--- src/rtl/hazard_control_unit.sv ---
// Pipeline hazard controller: load-use bubbles, taken-branch flush and data-memory wait freeze,
// with a wait-timeout FSM and a saturating stall-cycle counter.
module hazard_control_unit #(
  parameter int unsigned MEM_TIMEOUT = 64,
  parameter int unsigned WAIT_CNT_W  = 7,
  parameter int unsigned STALL_CNT_W = 16
) (
  input  logic                   clk_i,
  input  logic                   rst_n_i,
  input  logic                   id_ex_memread_i,
  input  logic [4:0]             id_ex_register_rd_i,
  input  logic [4:0]             if_id_register_rs1_i,
  input  logic [4:0]             if_id_register_rs2_i,
  input  logic                   if_id_uses_rs1_i,
  input  logic                   if_id_uses_rs2_i,
  input  logic                   ex_branch_taken_i,
  input  logic                   dmem_req_i,
  input  logic                   dmem_ready_i,
  output logic                   pc_write_o,
  output logic                   if_id_write_o,
  output logic                   if_id_flush_o,
  output logic                   id_ex_flush_o,
  output logic                   pipe_freeze_o,
  output logic                   mem_timeout_o,
  output logic [STALL_CNT_W-1:0] stall_cycles_o
);

  typedef enum logic [1:0] {
    RUN,
    MEM_WAIT,
    ERROR
  } state_t;

  localparam logic [WAIT_CNT_W-1:0] WAIT_LAST = WAIT_CNT_W'(MEM_TIMEOUT - 1);

  state_t                  state_q;
  logic [WAIT_CNT_W-1:0]   wait_cnt_q;
  logic [STALL_CNT_W-1:0]  stall_cnt_q;
  logic                    load_use;
  logic                    mem_wait;

  always_comb begin
    load_use = id_ex_memread_i && (id_ex_register_rd_i != 5'd0) &&
               ((if_id_uses_rs1_i && (id_ex_register_rd_i == if_id_register_rs1_i)) ||
                (if_id_uses_rs2_i && (id_ex_register_rd_i == if_id_register_rs2_i)));
    mem_wait = ((state_q == RUN) && dmem_req_i && !dmem_ready_i) ||
               ((state_q == MEM_WAIT) && !dmem_ready_i);
  end

  always_comb begin
    pc_write_o    = 1'b1;
    if_id_write_o = 1'b1;
    if_id_flush_o = 1'b0;
    id_ex_flush_o = 1'b0;
    pipe_freeze_o = 1'b0;
    mem_timeout_o = 1'b0;
    if (!rst_n_i) begin
      pc_write_o    = 1'b0;
      if_id_write_o = 1'b0;
      if_id_flush_o = 1'b1;
      id_ex_flush_o = 1'b1;
    end else if (state_q == ERROR) begin
      pc_write_o    = 1'b0;
      if_id_write_o = 1'b0;
      pipe_freeze_o = 1'b1;
      mem_timeout_o = 1'b1;
    end else if (mem_wait) begin
      // Branch/load-use are held off; frozen pipeline re-presents them after release.
      pc_write_o    = 1'b0;
      if_id_write_o = 1'b0;
      pipe_freeze_o = 1'b1;
    end else if (ex_branch_taken_i) begin
      if_id_flush_o = 1'b1;
      id_ex_flush_o = 1'b1;
    end else if (load_use) begin
      pc_write_o    = 1'b0;
      if_id_write_o = 1'b0;
      id_ex_flush_o = 1'b1;
    end
  end

  always_ff @(posedge clk_i) begin
    if (!rst_n_i) begin
      state_q    <= RUN;
      wait_cnt_q <= '0;
    end else begin
      unique case (state_q)
        RUN: begin
          if (dmem_req_i && !dmem_ready_i) begin
            state_q    <= MEM_WAIT;
            wait_cnt_q <= '0;
          end
        end
        MEM_WAIT: begin
          if (dmem_ready_i) begin
            state_q <= RUN;
          end else if (wait_cnt_q == WAIT_LAST) begin
            state_q <= ERROR;
          end else begin
            wait_cnt_q <= wait_cnt_q + 1'b1;
          end
        end
        ERROR:   state_q <= ERROR;
        default: state_q <= RUN;
      endcase
    end
  end

  always_ff @(posedge clk_i) begin
    if (!rst_n_i) begin
      stall_cnt_q <= '0;
    end else if (!pc_write_o && (stall_cnt_q != '1)) begin
      stall_cnt_q <= stall_cnt_q + 1'b1;
    end
  end

  assign stall_cycles_o = stall_cnt_q;

endmodule

--- config.mk ---
export PLATFORM = sky130hd
export DESIGN_NAME = hazard_control_unit
export DESIGN_NICKNAME = d
export VERILOG_FILES = /design/src/rtl/hazard_control_unit.sv
export SDC_FILE = /design/constraint.sdc
export NUM_CORES = 1
export LEC_CHECK = 0
export BUFFER_PORTS_ARGS = -buffer_cell sky130_fd_sc_hd__buf_2
export CORE_AREA = 2 2 50 62
export DETAILED_ROUTE_END_ITERATION = 8
export DIE_AREA = 0 0 52 64
export PLACE_DENSITY = 0.81
export SYNTH_ARGS = -nofsm -noshare
export SYNTH_HDL_FRONTEND = slang
export SYNTH_SLANG_ARGS = --single-unit
export TNS_END_PERCENT = 20
--- constraint.sdc ---
create_clock -name clk_i -period 5.27 [get_ports clk_i]
set_input_delay 1.054 -clock clk_i [delete_from_list [all_inputs] [get_ports clk_i]]
set_output_delay 1.054 -clock clk_i [all_outputs]
set_load 0.02 [all_outputs]
==> impl_metrics.toml <==
[sta]
worst_pin_slew_ns = 1.06
setup_tns_ns = 0
final.setup_skew_ns = 0.00262
rsz0062_at_grt = "no"
fmax_mhz = 276
timing.hold.ws_ns = 0.485
maxSlewViolCount = 0
finalCritPeriodShare_pct = 68.7
relSlewSlack_pct = 28.9
hold_viol = 0
final.min_clock_period_ns = 3.62
setup_viol = 0

[placed_design]
hpwlAfterDp_um = 2220
place_congestion = 0.758
io_buffers = 44
place_area_mm2 = 0.00165

[grt]
antenna_found_initial = 0
grt_overflow = 0
grtUsageTotal_pct = 18.7
grt_max_degree = 24
grt_pass1_vias = 1290
grt_pass1_wl_um = 5000

[worst_hold_path]
hold_class = "reg -> reg"
whs_path_depth = 1

[setup_path]
worstSetupPathType = "in -> out"
worst-path-stages = 7
critical_path.top_delay_family = "simple AND/OR/NAND/NOR gates"
ff2ff_setup_slack_ns = 3.05
start_kind = "input port"
required_ns = 4.22
rr_worst_depth = 7
cp_num_buf_inv = 3
max_stage_delay_ns = 0.52
cpMostUsedCell = "buf_2"
slowest_stage = "or4_1"
crit_path_max_fanout = 23
critical_path.endpoint_type = "primary output"
r2r_start = "wait_cnt_q[0]$_SDFFE_PN0P_"
crit_arrival_ns = 2.57
endpoint = "if_id_write_o"
path_cells = "buf_2 > or4_1 > o21ai_1 > or2_2 > o21ai_2 > inv_2 > buf_2"
r2r-end = "wait_cnt_q[4]$_SDFFE_PN0P_"
startpoint = "id_ex_register_rd_i[1]"

[floorplanning]
core.rowCount = 21
die_y_um = 64
io_pins = 45
die_w_um = 52
coreArea_mm2 = 0.00271
dieArea_mm2 = 0.00333
start_util_pct = 52.8

[logic_synthesis]
async_flop_share_pct = 0
synth_area_mm2 = 0.00143
synthesis.nets = 199
ys.flop_type = "dfxtp_1"
ys_ff_latch = 25
syn-instance-count = 174
postSynthAreaPerCell_um2 = 8.21
synth_cell_type_count = 41
synth_edf_count = 0
yosysSeqAreaShare_pct = 35.0
yosysWarnings = 0

[job]
max_cap_viol_count = 0

[cts]
numCtsBuffers = 3
cts_setup_buffers = 0
post_cts_resize_count = 0
cts_hold_buffers = 0
clk_pin_slew_ns = 0.13
cts_tree = "done"
cts_sinks = 25
htree_levels = 1
ctsRootBufferMaster = "clkbuf_4"
cts_buffer_depth = 2
clk_latency_ns = 0.30

[pwr]
p_leak_nw = 0.667
ir_drop_uv = 130
powerDensity_mw_per_mm2 = 195

[layout]
fin_nets = 241
num-fill-cells = 248
syn_to_final_growth_pct = 17.6
diodes = 0
seqCellArea_um2 = 500
final_area_mm2 = 0.00168
utilization_pct = 62.1
multi_input_area_um2 = 865
layout-drive-gt1-share_pct = 24.7

[route]
routed-via-count = 1381
first_pass_iters = 4
avgRoutedWirePerCell_um = 11.6
drtIter0Drc = 28
drt-total-wl_um = 2890
viasPerCell = 5.55
remaining_drc_errors = 0
antenna_left = 0

[outcome]
status = "finished, final reports clean"
==> kinds of logic after synthesis <==
logic type | Yosys count | synth area share, %
mux | 7 | 4.90
xor+xnor | 14 | 8.58
compound gates | 30 | 13.5
fa+ha+maj | 2 | 1.75
buf+inv | 13 | 4.47
flops | 25 | 35.0
simple gates | 83 | 31.8
==> synth_stat cells, types with 4 or more instances <==
master | count | share of area, %
nand3_1 | 11 | 3.9
o31ai_1 | 5 | 2.6
nand2b_1 | 10 | 4.4
or4_1 | 6 | 3.2
inv_1 | 4 | 1.1
nand4_1 | 5 | 2.2
nor2_1 | 11 | 2.9
a21oi_1 | 11 | 3.9
nor4_1 | 5 | 2.2
o21ai_0 | 4 | 1.4
xor2_1 | 12 | 7.4
dfxtp_1 | 25 | 35
mux2i_1 | 7 | 4.9
nand2_1 | 18 | 4.7
==> per-layer routing <==
metal  part of all wire (%)  up-vias  GRT usage [%]
li1                       -      714              -
met1                     44      621           22.8
met2                     50       44           33.1
met3                    5.3        2           3.04
met4                   0.59        0           4.93
met5                      0        -              0
==> stage by stage <==
stage	total power [mW]	setup WS, ns	cells
floorplan	0.231	1.72	174
global placement	0.249	1.67	245
detailed placement	0.249	1.64	245
CTS	0.331	1.64	249
global route	0.346	1.56	249
finish	0.328	1.65	249
==> power breakdown <==
part	internal (mW)	total (mW)	switching, mW
Sequential	0.191	0.194	0.00299
Clock	0.0295	0.0838	0.0543
Combinational	0.0198	0.0496	0.0298
Total	0.241	0.328	0.0871
==> state kept, by name (all words and copies together), names as in the netlist <==
name and flops:
stall_cycles_o 16, state_q 2, wait_cnt_q 7
==> worst register-to-register path, delay by kind of cell (launching register included) <==
| family | cells | cell delay, ns |
|---|---|---|
| fa+ha+maj | 1 | 0.21 |
| compound gates | 1 | 0.97 |
| simple gates | 4 | 0.41 |
| flops | 1 | 0.36 |
| xor+xnor | 1 | 0.18 |
==> how the worst min path moves through the flow <==
stage                               start                    endpoint
6_report       wait_cnt_q[6]$_SDFFE_PN0P_  wait_cnt_q[6]$_SDFFE_PN0P_
2_1_floorplan  wait_cnt_q[6]$_SDFFE_PN0P_  wait_cnt_q[6]$_SDFFE_PN0P_
3_5_place_dp   wait_cnt_q[6]$_SDFFE_PN0P_  wait_cnt_q[6]$_SDFFE_PN0P_
3_3_place_gp   wait_cnt_q[6]$_SDFFE_PN0P_  wait_cnt_q[6]$_SDFFE_PN0P_
4_1_cts        wait_cnt_q[6]$_SDFFE_PN0P_  wait_cnt_q[6]$_SDFFE_PN0P_
5_1_grt        wait_cnt_q[6]$_SDFFE_PN0P_  wait_cnt_q[6]$_SDFFE_PN0P_
==> area by class of cell <==
class | instances | share of cell area [%]
Clock buffer | 4 | 1.56
Inverter | 5 | 1.12
Multi-Input combinational cell | 136 | 51.5
Sequential cell | 25 | 29.8
Tap cell | 34 | 2.53
Timing Repair Buffer | 45 | 13.6
==> cells in the final DEF, fill, tap and decap left out, types with 3 or more instances in the layout <==
master,instances
buf_2,44
dfxtp_1,25
nand2_1,18
xor2_1,12
nor2_1,11
a21oi_1,11
nand3_1,11
nand2b_1,10
mux2i_1,7
or4_1,6
nor4_1,5
nand4_1,5
o31ai_1,5
o21ai_0,4
inv_1,4
nor3_1,3
clkbuf_4,3
(Power assumes the default switching activity.)
